$ cat src/rtl/instr_encoder_loader_pkg.sv
// Shared MIPS opcode/funct values plus the descriptor and loader-state types
// used by the instruction encoder/loader slice.
package instr_encoder_loader_pkg;

  typedef enum logic [5:0] {
    OP_RTYPE = 6'h00,
    OP_J     = 6'h02,
    OP_JAL   = 6'h03,
    OP_BEQ   = 6'h04,
    OP_ADDI  = 6'h08,
    OP_LW    = 6'h23,
    OP_SW    = 6'h2B
  } opcode_t;

  typedef logic [5:0] funct_t;
  localparam funct_t F_JR  = 6'h08;
  localparam funct_t F_ADD = 6'h20;

  // Four bits wide so that out-of-range kinds are representable and flagged.
  typedef enum logic [3:0] {
    K_RTYPE = 4'd0,
    K_JR    = 4'd1,
    K_LW    = 4'd2,
    K_SW    = 4'd3,
    K_BEQ   = 4'd4,
    K_ADDI  = 4'd5,
    K_J     = 4'd6,
    K_JAL   = 4'd7
  } instr_kind_t;

  typedef enum logic [2:0] {
    S_IDLE  = 3'd0,
    S_LOAD  = 3'd1,
    S_FLUSH = 3'd2,
    S_DONE  = 3'd3,
    S_ERROR = 3'd4
  } loader_state_t;

  localparam logic [1:0] ERR_NONE     = 2'b00;
  localparam logic [1:0] ERR_BAD_OP   = 2'b01;
  localparam logic [1:0] ERR_OVERFLOW = 2'b10;

  function automatic logic [31:0] enc_itype(input opcode_t op, input logic [4:0] rs,
                                            input logic [4:0] rt, input logic [15:0] imm);
    return {op, rs, rt, imm};
  endfunction

endpackage

$ cat src/rtl/instr_encoder_loader_if.sv
// Descriptor handshake plus instruction-memory write port of the loader.
// valid/ready: a descriptor transfers on every rising edge where in_valid && in_ready;
// the source holds all in_* fields stable while in_valid is high and not yet accepted.
interface instr_encoder_loader_if #(parameter int AW = 6);
  import instr_encoder_loader_pkg::*;

  logic          in_valid;
  logic          in_ready;
  instr_kind_t   in_op;
  logic [4:0]    in_rs;
  logic [4:0]    in_rt;
  logic [4:0]    in_rd;
  funct_t        in_funct;
  logic [15:0]   in_imm;
  logic [25:0]   in_target;
  logic          in_last;
  logic          imem_we;
  logic [AW-1:0] imem_addr;
  logic [31:0]   imem_wd;

  modport master (
    output in_valid, in_op, in_rs, in_rt, in_rd, in_funct, in_imm, in_target, in_last,
    input  in_ready, imem_we, imem_addr, imem_wd
  );

  modport slave (
    input  in_valid, in_op, in_rs, in_rt, in_rd, in_funct, in_imm, in_target, in_last,
    output in_ready, imem_we, imem_addr, imem_wd
  );

endinterface

$ cat src/rtl/instr_encoder_loader_enc.sv
// Combinational descriptor -> 32-bit MIPS word encoder; shamt is always zero.
module instr_encoder
  import instr_encoder_loader_pkg::*;
(
  input  instr_kind_t op,
  input  logic [4:0]  rs,
  input  logic [4:0]  rt,
  input  logic [4:0]  rd,
  input  funct_t      funct,
  input  logic [15:0] imm,
  input  logic [25:0] target,
  output logic [31:0] word,
  output logic        bad_op
);

  always_comb begin
    word   = 32'h0;
    bad_op = 1'b0;
    case (op)
      K_RTYPE: begin
        word = {OP_RTYPE, rs, rt, rd, 5'b0, funct};
        // JR has its own kind; an R-type carrying F_JR is malformed.
        bad_op = (funct == F_JR);
      end
      K_JR:   word = {OP_RTYPE, rs, 15'b0, F_JR};
      K_LW:   word = enc_itype(OP_LW, rs, rt, imm);
      K_SW:   word = enc_itype(OP_SW, rs, rt, imm);
      K_BEQ:  word = enc_itype(OP_BEQ, rs, rt, imm);
      K_ADDI: word = enc_itype(OP_ADDI, rs, rt, imm);
      K_J:    word = {OP_J, target};
      K_JAL:  word = {OP_JAL, target};
      default: bad_op = 1'b1;
    endcase
  end

endmodule

$ cat src/rtl/instr_encoder_loader.sv
// Program loader: encodes accepted descriptors and writes them sequentially into
// instruction memory through a registered write port, tracking count/done/error.
module instr_encoder_loader
  import instr_encoder_loader_pkg::*;
#(
  parameter int AW    = 6,
  parameter int DEPTH = 64,
  parameter int BASE  = 0
) (
  input  logic                  clk,
  input  logic                  reset,
  input  logic                  start,
  instr_encoder_loader_if.slave bus,
  output logic                  busy,
  output logic                  done,
  output logic                  err,
  output logic [1:0]            err_code,
  output logic [AW:0]           count,
  output loader_state_t         state_dbg
);

  localparam logic [AW-1:0] BASE_ADDR = AW'(BASE);
  localparam logic [AW:0]   LAST_IDX  = (AW+1)'(DEPTH - 1);

  loader_state_t state;
  logic          ready_r;
  logic          we_r;
  logic [AW-1:0] addr_r;
  logic [31:0]   wd_r;
  logic [AW-1:0] ptr;
  logic [AW:0]   count_r;
  logic          done_r;
  logic          err_r;
  logic [1:0]    code_r;

  logic [31:0]   enc_word;
  logic          enc_bad;
  logic          accept;

  instr_encoder u_enc (
    .op     (bus.in_op),
    .rs     (bus.in_rs),
    .rt     (bus.in_rt),
    .rd     (bus.in_rd),
    .funct  (bus.in_funct),
    .imm    (bus.in_imm),
    .target (bus.in_target),
    .word   (enc_word),
    .bad_op (enc_bad)
  );

  assign accept = bus.in_valid & ready_r;

  always_ff @(posedge clk) begin
    if (reset) begin
      state   <= S_IDLE;
      ready_r <= 1'b0;
      we_r    <= 1'b0;
      addr_r  <= '0;
      wd_r    <= '0;
      ptr     <= '0;
      count_r <= '0;
      done_r  <= 1'b0;
      err_r   <= 1'b0;
      code_r  <= ERR_NONE;
    end else begin
      we_r <= 1'b0;
      case (state)
        S_IDLE, S_DONE, S_ERROR: begin
          if (start) begin
            state   <= S_LOAD;
            ready_r <= 1'b1;
            ptr     <= BASE_ADDR;
            count_r <= '0;
            done_r  <= 1'b0;
            err_r   <= 1'b0;
            code_r  <= ERR_NONE;
          end
        end
        S_LOAD: begin
          if (accept) begin
            if (enc_bad) begin
              state   <= S_ERROR;
              ready_r <= 1'b0;
              err_r   <= 1'b1;
              code_r  <= ERR_BAD_OP;
            end else begin
              we_r    <= 1'b1;
              addr_r  <= ptr;
              wd_r    <= enc_word;
              ptr     <= ptr + 1'b1;
              count_r <= count_r + 1'b1;
              if (bus.in_last) begin
                state   <= S_FLUSH;
                ready_r <= 1'b0;
              end else if (count_r == LAST_IDX) begin
                // This word still lands; nothing more fits after it.
                state   <= S_ERROR;
                ready_r <= 1'b0;
                err_r   <= 1'b1;
                code_r  <= ERR_OVERFLOW;
              end
            end
          end
        end
        S_FLUSH: begin
          state  <= S_DONE;
          done_r <= 1'b1;
        end
        default: state <= S_IDLE;
      endcase
    end
  end

  // A write pending when reset rises is suppressed rather than emitted.
  assign bus.imem_we   = we_r & ~reset;
  assign bus.imem_addr = addr_r;
  assign bus.imem_wd   = wd_r;
  assign bus.in_ready  = ready_r;

  assign busy      = (state == S_LOAD) || (state == S_FLUSH);
  assign done      = done_r;
  assign err       = err_r;
  assign err_code  = code_r;
  assign count     = count_r;
  assign state_dbg = state;

endmodule

$ cat src/flat_wrapper.sv
// flat-port wrapper written by rule: the top's interface ports become plain ports
module instr_encoder_loader_flat import instr_encoder_loader_pkg::*;
#(
  parameter int AW    = 6,
  parameter int DEPTH = 64,
  parameter int BASE  = 0
)
  (clk, reset, start, busy, done, err, err_code, count, state_dbg, bus_in_valid, bus_in_op, bus_in_rs, bus_in_rt, bus_in_rd, bus_in_funct, bus_in_imm, bus_in_target, bus_in_last, bus_in_ready, bus_imem_we, bus_imem_addr, bus_imem_wd);
  instr_encoder_loader_if #(.AW(AW)) bus_i ();
  input  logic clk;
  input  logic reset;
  input  logic start;
  output logic busy;
  output logic done;
  output logic err;
  output logic [1:0] err_code;
  output logic [AW:0] count;
  output loader_state_t state_dbg;
  input wire logic [$bits(bus_i.in_valid)-1:0] bus_in_valid;
  input wire logic [$bits(bus_i.in_op)-1:0] bus_in_op;
  input wire logic [$bits(bus_i.in_rs)-1:0] bus_in_rs;
  input wire logic [$bits(bus_i.in_rt)-1:0] bus_in_rt;
  input wire logic [$bits(bus_i.in_rd)-1:0] bus_in_rd;
  input wire logic [$bits(bus_i.in_funct)-1:0] bus_in_funct;
  input wire logic [$bits(bus_i.in_imm)-1:0] bus_in_imm;
  input wire logic [$bits(bus_i.in_target)-1:0] bus_in_target;
  input wire logic [$bits(bus_i.in_last)-1:0] bus_in_last;
  output wire logic [$bits(bus_i.in_ready)-1:0] bus_in_ready;
  output wire logic [$bits(bus_i.imem_we)-1:0] bus_imem_we;
  output wire logic [$bits(bus_i.imem_addr)-1:0] bus_imem_addr;
  output wire logic [$bits(bus_i.imem_wd)-1:0] bus_imem_wd;
  assign bus_i.in_valid = bus_in_valid;
  assign bus_i.in_op = bus_in_op;
  assign bus_i.in_rs = bus_in_rs;
  assign bus_i.in_rt = bus_in_rt;
  assign bus_i.in_rd = bus_in_rd;
  assign bus_i.in_funct = bus_in_funct;
  assign bus_i.in_imm = bus_in_imm;
  assign bus_i.in_target = bus_in_target;
  assign bus_i.in_last = bus_in_last;
  assign bus_in_ready = bus_i.in_ready;
  assign bus_imem_we = bus_i.imem_we;
  assign bus_imem_addr = bus_i.imem_addr;
  assign bus_imem_wd = bus_i.imem_wd;
  instr_encoder_loader #(.AW(AW), .DEPTH(DEPTH), .BASE(BASE)) u_core (.clk(clk), .reset(reset), .start(start), .bus(bus_i), .busy(busy), .done(done), .err(err), .err_code(err_code), .count(count), .state_dbg(state_dbg));
endmodule
$ cat config.mk
export PLATFORM = sky130hd
export DESIGN_NAME = instr_encoder_loader_flat
export DESIGN_NICKNAME = d
export VERILOG_FILES = /design/src/rtl/instr_encoder_loader_pkg.sv /design/src/rtl/instr_encoder_loader_if.sv /design/src/rtl/instr_encoder_loader_enc.sv /design/src/rtl/instr_encoder_loader.sv /design/src/flat_wrapper.sv
export SDC_FILE = /design/constraint.sdc
export NUM_CORES = 1
export LEC_CHECK = 0
export BUFFER_PORTS_ARGS = -buffer_cell sky130_fd_sc_hd__buf_2
export CORE_UTILIZATION = 45
export CTS_BUF_LIST = sky130_fd_sc_hd__clkbuf_4
export DETAILED_ROUTE_END_ITERATION = 8
export PLACE_DENSITY_LB_ADDON = 0.08
export REMOVE_ABC_BUFFERS = 1
export SLEW_MARGIN = 10
export SYNTH_ARGS = -nofsm -noshare
export SYNTH_HDL_FRONTEND = slang
export SYNTH_SLANG_ARGS = --single-unit
export TNS_END_PERCENT = 5
$ cat constraint.sdc
create_clock -name clk -period 5 [get_ports clk]
set_clock_uncertainty 0.15 [all_clocks]
set_input_delay 1 -clock clk [delete_from_list [all_inputs] [get_ports clk]]
set_output_delay 1 -clock clk [all_outputs]
set_load 0.02 [all_outputs]
# Yosys cells after proc, flatten, opt, wreduce, memory -nomap -nowiden
# Cells that the tools add are included.
# op_classes
n_addsub	2
bitwise	6
reduce_logical	14
eq_ne	19
n_mux	36
# ops
operator	count
one-hot mux 32 bit (8 select lines)	1
2-to-1 mux 7 bit	3
2-to-1 mux 6 bit	3
== test 4 x 3 -> 1 bit (second input constant)	4
2-to-1 mux 3 bit	5
one-hot mux 7 bit (2 select lines)	1
one-hot mux 6 bit (2 select lines)	1
2-to-1 mux 1 bit	11
2-to-1 mux 2 bit	5
one-hot mux 3 bit (3 select lines)	1
== test 4 x 2 -> 1 bit (second input constant)	2
one-hot mux 1 bit (2 select lines)	4
AND reduction 4 bit	2
adder 7 x 1 -> 7 bit (second input constant)	1
== test 7 x 6 -> 1 bit (second input constant)	1
OR reduction 7 bit	1
adder 6 x 1 -> 6 bit (second input constant)	1
== test 3 x 2 -> 1 bit (second input constant)	2
== test 6 x 4 -> 1 bit (second input constant)	1
AND reduction 3 bit	2
OR reduction 3 bit	2
AND reduction 5 bit	1
== test 4 x 1 -> 1 bit (second input constant)	1
logical NOT 4 bit	1
14 further kinds	20
# word_totals
inputBits	72
output_inout_bits	55
wordCells	87
regBits	60

# Depth between registers and ports, before layout
# Gate-level depths: netlist of run 1.
# logic_depth
word_depth	6
ltp_mapped	8
depth_no_buf	6

# Cells and area by module
# Synthesis of run 1 repeated with hierarchy kept, for this count alone.
# unflattened
cells_unflattened	386
area_unflattened_um2	3037.9
# modules_own_cells
module	cells_per_inst	instances	area_per_inst_um2	seq_area_each_um2
instr_encoder_loader	297	1	2473.6	1201.2
instr_encoder	89	1	564.3	0.0

# Worst setup path before layout of run 1
# Ideal clock, no wire load.
# synth_timing
path_type	in2reg
start	in bus_in_op[3]
end	reg u_core.wd_r[31] (netlist: u_core.bus.imem_wd[31])
arrival_ns	2.614
path_buffers	1
path_stages	6
path_slack_ns	2.166
required_time_ns	4.780
setup_time_ns	0.070
cell_sequence	or4b_1 -> a31o_4 -> a21o_1 -> buf_6 -> or4b_1 -> a21oi_1
# synth_between
elab_chain_len	5
word_cells_on_any_way	13
cone_classes	eq/ne: 7; mux: 2; bitwise: 1; reduce/logical: 3
# synth_rtl
element	line	text
start: declaration	flat_wrapper.sv:20	input wire logic [$bits(bus_i.in_op)-1:0] bus_in_op;
== test 4 x 3 -> 1 bit (tied with other cells)	instr_encoder_loader_enc.sv:19	case (op)
OR reduction 7 bit (no line)	--	
one-hot mux 1 bit (2 select lines)	instr_encoder_loader_enc.sv:19	
NOT 1 bit (no line)	--	
AND reduction 3 bit (no line)	--	
end signal: assignment	instr_encoder_loader.sv:90	wd_r <= enc_word;
end: declaration	instr_encoder_loader.sv:29	logic [31:0] wd_r;
# Parallel ways exist; a longest one is shown, timed or not.
# A chain may end at the register's enable or synchronous reset.

# Worst setup path in the final report of run 1
# layout_timing
start	in bus_in_funct[2]
end	reg u_core.wd_r[24] (netlist: u_core.bus.imem_wd[24])
# layout_between
elab_chain_len	4
# layout_rtl
element	line	text
start: declaration	flat_wrapper.sv:24	input wire logic [$bits(bus_i.in_funct)-1:0] bus_in_funct;
== test 6 x 4 -> 1 bit	instr_encoder_loader_enc.sv:23	bad_op = (funct == F_JR);
one-hot mux 1 bit (2 select lines)	instr_encoder_loader_enc.sv:19	
NOT 1 bit (no line)	--	
AND reduction 3 bit (no line)	--	
# No other way between the ends.

==> results of run 1 <==
[stage by stage]
| stage | area (sq um) | util (%) | hold slack (ns) | setup slack, ns | std cells |
|---|---|---|---|---|---|
| after floorplan | 2700 | - | 0.281 | 1.34 | 302 |
| after global placement | 3450 | 57.6 | 0.292 | 1.58 | 506 |
| after detailed placement | 3450 | 57.6 | 0.293 | 1.49 | 506 |
| after CTS | 3610 | 60.3 | 0.315 | 1.92 | 522 |
| after global routing | 3610 | 60.3 | 0.325 | 1.74 | 522 |
| final | 3610 | 60.3 | 0.312 | 1.92 | 522 |
[path summary, 6_finish.rpt]
| check | start | to | slack, ns |
|---|---|---|---|
| min | u_core.bus.imem_addr[4] | u_core.bus.imem_addr[4] | 0.31 |
| min reg2reg | u_core.bus.imem_addr[4] | u_core.bus.imem_addr[4] | 0.31 |
| max reg2reg | u_core.state_dbg[0] | u_core.bus.imem_wd[26] | 2.18 |
| max | bus_in_funct[2] | u_core.bus.imem_wd[24] | 1.92 |
[placed cells by master (no fill, tap or decap), types with 3 or more instances in the layout]
cell	n
buf_2	125
dfxtp_1	59
nor2_1	29
a21oi_1	26
nand2_1	23
nand3_1	20
o31ai_1	16
o21ai_0	11
a211oi_1	11
or3_1	10
a222oi_1	10
nor3_1	9
clkbuf_4	9
a22oi_1	8
mux2i_1	7
mux2_2	6
nand2b_1	5
nor2b_1	4
a31oi_1	4
inv_1	4
o221ai_1	4
buf_4	4
o41ai_1	3
clkinvlp_4	3
[registers in the layout, indices dropped and copies added, names as in the netlist]
| register | flops |
|---|---|
| u_core.state_dbg | 3 |
| u_core.we_r | 1 |
| u_core.err | 1 |
| u_core.bus.imem_addr | 6 |
| u_core.bus.imem_wd | 31 |
| u_core.err_code | 2 |
| u_core.bus.in_ready | 1 |
| u_core.done | 1 |
| u_core.count | 7 |
| u_core.ptr | 6 |
[cell usage after synthesis, drive strengths merged (3+ instances only)]
| library cell | number |
|---|---|
| dfxtp | 59 |
| nor2 | 29 |
| a21oi | 27 |
| nand2 | 23 |
| clkbuf | 21 |
| nand3 | 20 |
| o31ai | 16 |
| a211oi | 11 |
| o21ai | 11 |
| a222oi | 10 |
| or3 | 10 |
| nor3 | 9 |
| a22oi | 8 |
| mux2i | 7 |
| buf | 6 |
| mux2 | 6 |
| inv | 5 |
| nand2b | 5 |
| a31oi | 4 |
| nor2b | 4 |
| o221ai | 4 |
| o41ai | 3 |
[critical path: stages]
cell and delay [ns]:
buf_2 0.10, nor4b_1 0.68, a31o_4 0.30, a21o_1 0.60, buf_4 0.37, nand3_1 0.10, o31ai_1 0.09
[final cells by class]
| type | instances | share of cell area [%] |
|---|---|---|
| multi-input cells | 238 | 41.6 |
| inverters | 5 | 0.520 |
| clock inverters | 7 | 2.56 |
| well taps | 75 | 2.60 |
| clock buffers | 9 | 1.87 |
| flip-flops and latches | 59 | 32.7 |
| repair buffers | 129 | 18.2 |
[power breakdown]
group	switching (mW)	internal, mW	total (mW)
Sequential	0.0109	0.481	0.492
Combinational	0.0938	0.0640	0.158
Clock	0.182	0.200	0.383
[cell families after synthesis]
| family | count (synthesis) | synth area share [%] |
|---|---|---|
| simple gates | 115 | 20.4 |
| compound gates | 105 | 26.2 |
| flops | 59 | 42.0 |
| buf+inv | 32 | 4.85 |
| mux | 13 | 4.89 |
| fa+ha+maj | 2 | 0.890 |
| xor+xnor | 2 | 0.623 |
| other cells | 1 | 0.133 |
[per-layer routing]
layer	global-route usage, %	wire (microns)
met1	27.5	3250
met2	37.6	3400
met3	10.1	483
met4	5.89	65
met5	0	0
==> metrics.csv, run 1 <==
metric;value;unit
first_iter_violations;156;
criticalPathCategory;primary input to register;
cts_tree;done;
status;complete, no violations;
cts_setup_buffers;0;
grt_pass1_wl;11400;microns
powerDensity;286;nW/um^2
dpl.hpwl;5250;microns
initial_utilization;47.0;%
layout.nets;516;
drt-wirelength-per-cell;13.8;microns
fin_crit_sh;61.7;%
vdd_drop_max;0.219;mV
hold_viol;0;
port_buffers;125;
max_freq;324;MHz
die_area;6570;sq um
clockBufferDepth;2;
avgViaCountPerCell;5.56;
multi_input_area;1500;sq um
ys.flop_type;dfxtp_1;
tightest_slew;0.970;ns
ys_ff_latch;59;
cp_max_fo;24;
core_area;5990;sq um
hold_depth;2;
setup_violations;0;
cts_made_buffers;9;
diodes;0;
syn_to_final_growth;28.4;%
numClockSinks;59;
rsz0062_at_grt;false;
maxCapViolCount;0;
finalPower;1.03;mW
slew_headroom;35.3;%
routed-via-count;2902;
critical_path_arrival;3.25;ns
drc_errors;0;
track_usage;23.0;%
place_congestion;0.810;
worst_hold_path_type;register to register;
cts_max_level;3;
r2r_cells;6;
synth-async-reset-ratio;0;%
die_y;81.1;microns
syn_inst;329;
grt_pass1_vias;2495;
cp-start-kind;primary input;
clk_pin_slew;0.11;ns
num_io_pins;127;
antenna_found_initial;0;
clock_latency;0.41;ns
yosys.area.top_type_share;42.0;%
overflow;0;
synth.cell_area;2810;sq um
firstDrtPassIters;5;
wirelength;7200;microns
root_buffer;clkbuf_4;
finalCriticalPeriod;3.08;ns
drive_gt1_share;35.3;%
cts_resized;0;
finalSetupTns;0;ns
n_fill_cell;554;
netlist-cell-type-count;50;
worstPathRequired;5.17;ns
synth_edf_count;0;
ys_warn_count;0;
postRouteAntennaNets;0;
grt_max_degree;38;
core.rowCount;28;
p_leak;1.54;nW
regArea;1180;sq um
cp-end-kind;register;
synth_top_area_cell;dfxtp_1;
post_synth.cell_area_avg;8.55;sq um
drv_slew;0;
die_x;81.1;microns
cts_hold_buf;0;
ys_top_cells_by_area;dfxtp_1 (42%), a21oi_1 (4.6%), o31ai_1 (4.3%);
yosysSeqAreaShare;42.0;%
(Power assumes the default switching activity.)
==> run 2, diff against run 1 <==
- ABC_AREA: default -> 1
- clock period: 5 -> 2.8 ns (I/O delays scaled with it)
==> metrics.csv, run 2 <==
metric;value;unit;change
critical_path_arrival;1.43;ns;was 3.25 ns
cts_made_buffers;9;;unchanged
netlist-cell-type-count;34;;was 50
postRouteAntennaNets;0;;unchanged
powerDensity;587;nW/um^2;was 286 nW/um^2
die_area;7330;sq um;was 6570 sq um
cp-end-kind;output pin;;was register
netlist_top_cells_count;nand2_1 (114), dfxtp_1 (59), nand3_1 (56), nor2_1 (54), a21oi_1 (39);;was dfxtp_1 (59), nor2_1 (29), a21oi_1 (26), nand2_1 (23), clkbuf_1 (21)
drive_gt1_share;29.5;%;was 35.3%
mostFrequentLayoutCell;buf_2;;unchanged
slew_headroom;65.4;%;was 35.3%
worst_hold_path_type;primary input to register;;was register to register
crit_end;busy;;was u_core.bus.imem_wd[24]
place_congestion;0.846;;was 0.810
post-route-util;58.3;%;was 60.3%
core.rowCount;30;;was 28
cts_setup_buffers;0;;unchanged
clk_pin_slew;0.10;ns;was 0.11 ns
synth_edf_count;0;;unchanged
layout.nets;667;;was 516
min_from;bus_in_rd[2];;was u_core.bus.imem_addr[4]
setup_violations;0;;unchanged
grt_max_degree;23;;was 38
n_fill_cell;685;;was 554
clockBufferDepth;2;;unchanged
ys_top_cells_by_area;dfxtp_1 (38%), nand2_1 (14%), nand3_1 (8.9%);;was dfxtp_1 (42%), a21oi_1 (4.6%), o31ai_1 (4.3%)
drc_errors;0;;unchanged
grt_pass1_wl;14300;microns;was 11,400 microns
worstPathRequired;2.09;ns;was 5.17 ns
r2r-end;u_core.bus.imem_wd[2];;was u_core.bus.imem_wd[26]
firstDrtPassIters;4;;was 5
p_leak;1.94;nW;was 1.54 nW
clock_latency;0.39;ns;was 0.41 ns
status;complete, no violations;;unchanged
largest_reg_flops;31;;unchanged
multi_input_area;1680;sq um;was 1500 sq um
mostFrequentLayoutCells;buf_2 (125), nand2_1 (114), dfxtp_1 (59);;was buf_2 (125), dfxtp_1 (59), nor2_1 (29)
first_iter_violations;154;;was 156
die_y;85.6;microns;was 81.1 microns
avgViaCountPerCell;5.11;;was 5.56
syn_to_final_growth;25.2;%;was 28.4%
fin_crit_sh;76.3;%;
post_synth.cell_area_avg;6.69;sq um;was 8.55 sq um
r2r_cells;6;;unchanged
root_buffer;clkbuf_4;;unchanged
place_area;3810;sq um;was 3450 sq um
yosysSeqAreaShare;37.6;%;was 42.0%
whs;0.286;ns;was 0.312 ns
initial_utilization;46.5;%;was 47.0%
finalSetupTns;0;ns;unchanged
reg2reg_slack;0.83;ns;was 2.18 ns
vdd_drop_max;0.228;mV;was 0.219 mV
track_usage;24.4;%;was 23.0%
synth.cell_area;3140;sq um;was 2810 sq um
design_area;3940;sq um;was 3610 sq um
die_x;85.6;microns;was 81.1 microns
core_area;6760;sq um;was 5990 sq um
cts_max_level;3;;unchanged
grt_pass1_vias;3153;;was 2,495
syn_inst;470;;was 329
maxCapViolCount;0;;unchanged
regArea;1180;sq um;unchanged
cts_resized;0;;unchanged
diodes;0;;unchanged
finalPower;2.31;mW;was 1.03 mW
routed-via-count;3460;;was 2,902
yosys.area.top_type_share;37.6;%;was 42.0%
wirelength;8750;microns;was 7200 microns
drv_slew;0;;unchanged
overflow;0;;unchanged
port_buffers;125;;unchanged
dpl.hpwl;6480;microns;was 5250 microns
ys_ff_latch;59;;unchanged
ys_warn_count;0;;unchanged
rsz0062_at_grt;false;;unchanged
tightest_slew;0.519;ns;was 0.970 ns
r2r-start;u_core.state_dbg[0];;unchanged
synth-async-reset-ratio;0;%;unchanged
cts_hold_buf;0;;unchanged
numClockSinks;59;;unchanged
drt-wirelength-per-cell;12.9;microns;was 13.8 microns
antenna_found_initial;0;;unchanged
finalCriticalPeriod;2.14;ns;
startpoint;u_core.state_dbg[2];;was bus_in_funct[2]
ys.flop_type;dfxtp_1;;unchanged
num_io_pins;127;;unchanged
criticalPathCategory;register to output pin;;was primary input to register
max_freq;468;MHz;
hold_viol;0;;unchanged
synth_top_area_cell;dfxtp_1;;unchanged
synth_most_common_cell;nand2_1;;was dfxtp_1
cp_max_fo;16;;was 24
hold_depth;3;;was 2
cts_tree;done;;unchanged
cp-start-kind;register;;was primary input
[run 2: critical path: stages (launching register included)]
cell,delay (ns)
dfxtp_1,0.43
inv_1,0.09
nand3_1,0.07
buf_4,0.21
nand2_1,0.07
buf_2,0.15
[run 2: layer usage]
metal	GRT usage (%)	vias to the layer above	routed length, microns
met5	0	-	0
met4	7.42	0	107
met3	4.52	11	416
met2	41.8	100	4250
met1	31.2	1564	3970
li1	-	1785	-
[run 2: worst min path at each step]
stage / endpoint / slack [ns]
floorplan: u_core.bus.imem_addr[5] / 0.31
global placement: u_core.err / 0.29
detailed placement: u_core.err_code[1] / 0.29
CTS: u_core.bus.imem_wd[11] / 0.28
global route: u_core.bus.imem_wd[13] / 0.28
finish: u_core.bus.imem_wd[13] / 0.29
[run 2: area by class of cell]
cell class | instances | area share [%]
multi-input cells | 348 | 42.7
flip-flops and latches | 59 | 30.0
repair buffers | 135 | 17.8
inverters | 40 | 3.81
well taps | 80 | 2.54
clock buffers | 11 | 2.10
clock inverters | 4 | 1.08
[run 2: kinds of logic (layout without fill, tap and decap cells)]
group	count (synthesis)	in the layout	synth area share (%)
other	1	1	0.119
buffers and inverters	63	190	8.99
xor gates and xnor gates	3	3	0.836
DFF	59	59	37.6
adders and majority gates	2	2	0.796
and+or+nand+nor	241	241	33.3
AOI/OAI and AO/OA	101	101	18.4
[run 2: power by group]
group          switching [mW]  total [mW]  internal, mW
Clock                   0.302       0.583         0.281
Combinational           0.541       0.791         0.249
Sequential             0.0447       0.938         0.893
[run 2: stage by stage]
step                setup slack, ns  instances
finish                        0.664        677
global route                  0.574        677
CTS                           0.659        677
detailed placement            0.298        662
global placement              0.394        662
floorplan                     0.408        447
==> run 3, diff against run 2 <==
- clock period: 2.8 -> 1.8 ns (I/O delays scaled with it)
==> metrics.csv, run 3 (synthesis gave the netlist of run 2 again) <==
metric;value;unit;change
r2r-end;u_core.state_dbg[1];;was u_core.bus.imem_wd[2]
placedCellCount;676;;was 662
place_area;3940;sq um;was 3810 sq um
rsz0062_at_grt;true;;was false
track_usage;25.2;%;was 24.4%
r2r-start;u_core.count[1];;was u_core.state_dbg[0]
clock_latency;0.41;ns;was 0.39 ns
status;complete, no violations;;unchanged
die_y;85.6;microns;unchanged
holdPathEnd;u_core.bus.imem_wd[11];;was u_core.bus.imem_wd[13]
mostFrequentLayoutCell;buf_2;;unchanged
first_iter_violations;130;;was 154
r2r_cells;9;;was 6
maxCapViolCount;0;;unchanged
grt_pass1_vias;3196;;was 3,153
die_area;7330;sq um;unchanged
min_from;bus_in_rd[0];;was bus_in_rd[2]
reg2reg_slack;0.09;ns;was 0.83 ns
clockBufferDepth;2;;unchanged
port_buffers;125;;unchanged
postRouteAntennaNets;0;;unchanged
cts_max_level;3;;unchanged
drive_gt1_share;33.6;%;was 29.5%
num_io_pins;127;;unchanged
drc_errors;0;;unchanged
worstPathRequired;1.29;ns;was 2.09 ns
core_area;6760;sq um;unchanged
criticalPathCategory;register to output pin;;unchanged
setup_ws;0.0382;ns;was 0.664 ns
hold_depth;3;;unchanged
cts_made_buffers;9;;unchanged
syn_to_final_growth;31.1;%;was 25.2%
routed-via-count;3543;;was 3,460
max_freq;568;MHz;
cp-end-kind;output pin;;unchanged
drt-wirelength-per-cell;12.9;microns;about the same
cp_max_fo;5;;was 16
vdd_drop_max;0.410;mV;was 0.228 mV
antenna_found_initial;0;;unchanged
drv_slew;0;;unchanged
p_leak;2.03;nW;was 1.94 nW
fin_crit_sh;97.9;%;
mostFrequentLayoutCells;buf_2 (124), nand2_1 (112), dfxtp_1 (55);;was buf_2 (125), nand2_1 (114), dfxtp_1 (59)
powerDensity;943;nW/um^2;was 587 nW/um^2
hold_viol;0;;unchanged
finalCriticalPeriod;1.76;ns;
largest_reg_flops;31;;unchanged
overflow;0;;unchanged
cp-start-kind;register;;unchanged
stdcell_count;693;;was 677
post-route-util;61.0;%;was 58.3%
layout.nets;683;;was 667
n_fill_cell;669;;was 685
grt_pass1_wl;14600;microns;was 14,300 microns
avgViaCountPerCell;5.11;;about the same
dpl.hpwl;6540;microns;was 6480 microns
root_buffer;clkbuf_4;;unchanged
setup_violations;0;;unchanged
design_area;4120;sq um;was 3940 sq um
die_x;85.6;microns;unchanged
dp_slack;-0.0510;ns;was 0.298 ns
initial_utilization;46.5;%;unchanged
worst_hold_path_type;primary input to register;;unchanged
grt_max_degree;25;;was 23
cts_tree;done;;unchanged
numClockSinks;59;;unchanged
core.rowCount;30;;unchanged
wirelength;8910;microns;was 8750 microns
firstDrtPassIters;5;;was 4
clk_pin_slew;0.10;ns;about the same
diodes;0;;unchanged
place_congestion;0.934;;was 0.846
critical_path_arrival;1.25;ns;was 1.43 ns
-- run 3: cell types whose count changed in the layout (fill, tap and decap cells not counted), sizes merged --
cell	previous run	this run
inv	40	39
buf	135	151
clkbuf	11	12
-- run 3: repair_timing --
action	in CTS	in global routing
gates resized for setup	8	9
hold endpoints to repair	0	0
pin swaps	0	1
hold buffers	0	0
gates cloned	0	0
setup endpoints to repair	1	5
buffers inserted	1	1
-- run 3: worst max-delay path, cell delays in order (launching register included) --
cell	delay (ns)
dfxtp_4	0.38
inv_2	0.07
nand3_2	0.07
buf_4	0.15
nand2_2	0.07
buf_6	0.11
-- run 3: through the flow --
stage	power [mW]	hold slack, ns	TNS, ns
after floorplan	2.26	0.279	-15.42
after global routing	4.12	0.0711	-0.0299
after CTS	3.84	0.0633	0
after detailed placement	2.83	0.292	-0.159
final	3.89	0.0725	0
after global placement	2.82	0.287	0
-- run 3: worst max-delay path by stage --
stage | startpoint | end | cells after the start
6_report | u_core.state_dbg[2] | busy | 5
5_1_grt | u_core.count[1] | u_core.state_dbg[1] | 9
4_1_cts | u_core.state_dbg[2] | busy | 5
3_5_place_dp | bus_in_op[3] | u_core.bus.imem_wd[10] | 10
3_3_place_gp | bus_in_op[3] | u_core.bus.imem_wd[8] | 10
2_1_floorplan | bus_in_op[1] | u_core.bus.imem_wd[1] | 9
-- run 3: report_power, final --
part | switching [mW] | internal (mW)
Sequential | 0.0741 | 1.40
Clock | 0.484 | 0.460
Combinational | 0.917 | 0.551
-- run 3: final cells by class --
| class | count | area (sq um) | share of cell area (%) |
|---|---|---|---|
| multi-input cells | 348 | 1700 | 41.2 |
| flip-flops and latches | 59 | 1190 | 28.8 |
| repair buffers | 151 | 852 | 20.7 |
| inverters | 40 | 151 | 3.67 |
| well taps | 80 | 100 | 2.43 |
| clock buffers | 12 | 90.1 | 2.19 |
| clock inverters | 3 | 40.0 | 0.971 |
-- run 3: metal layers --
metal  vias up  share of wire (%)  GRT usage (%)
met5         -                  0              0
met3        11                5.7           4.43
met2       122                 47           41.2
met1      1591                 46           32.9
met4         0                1.4           10.8
li1       1819                  -              -
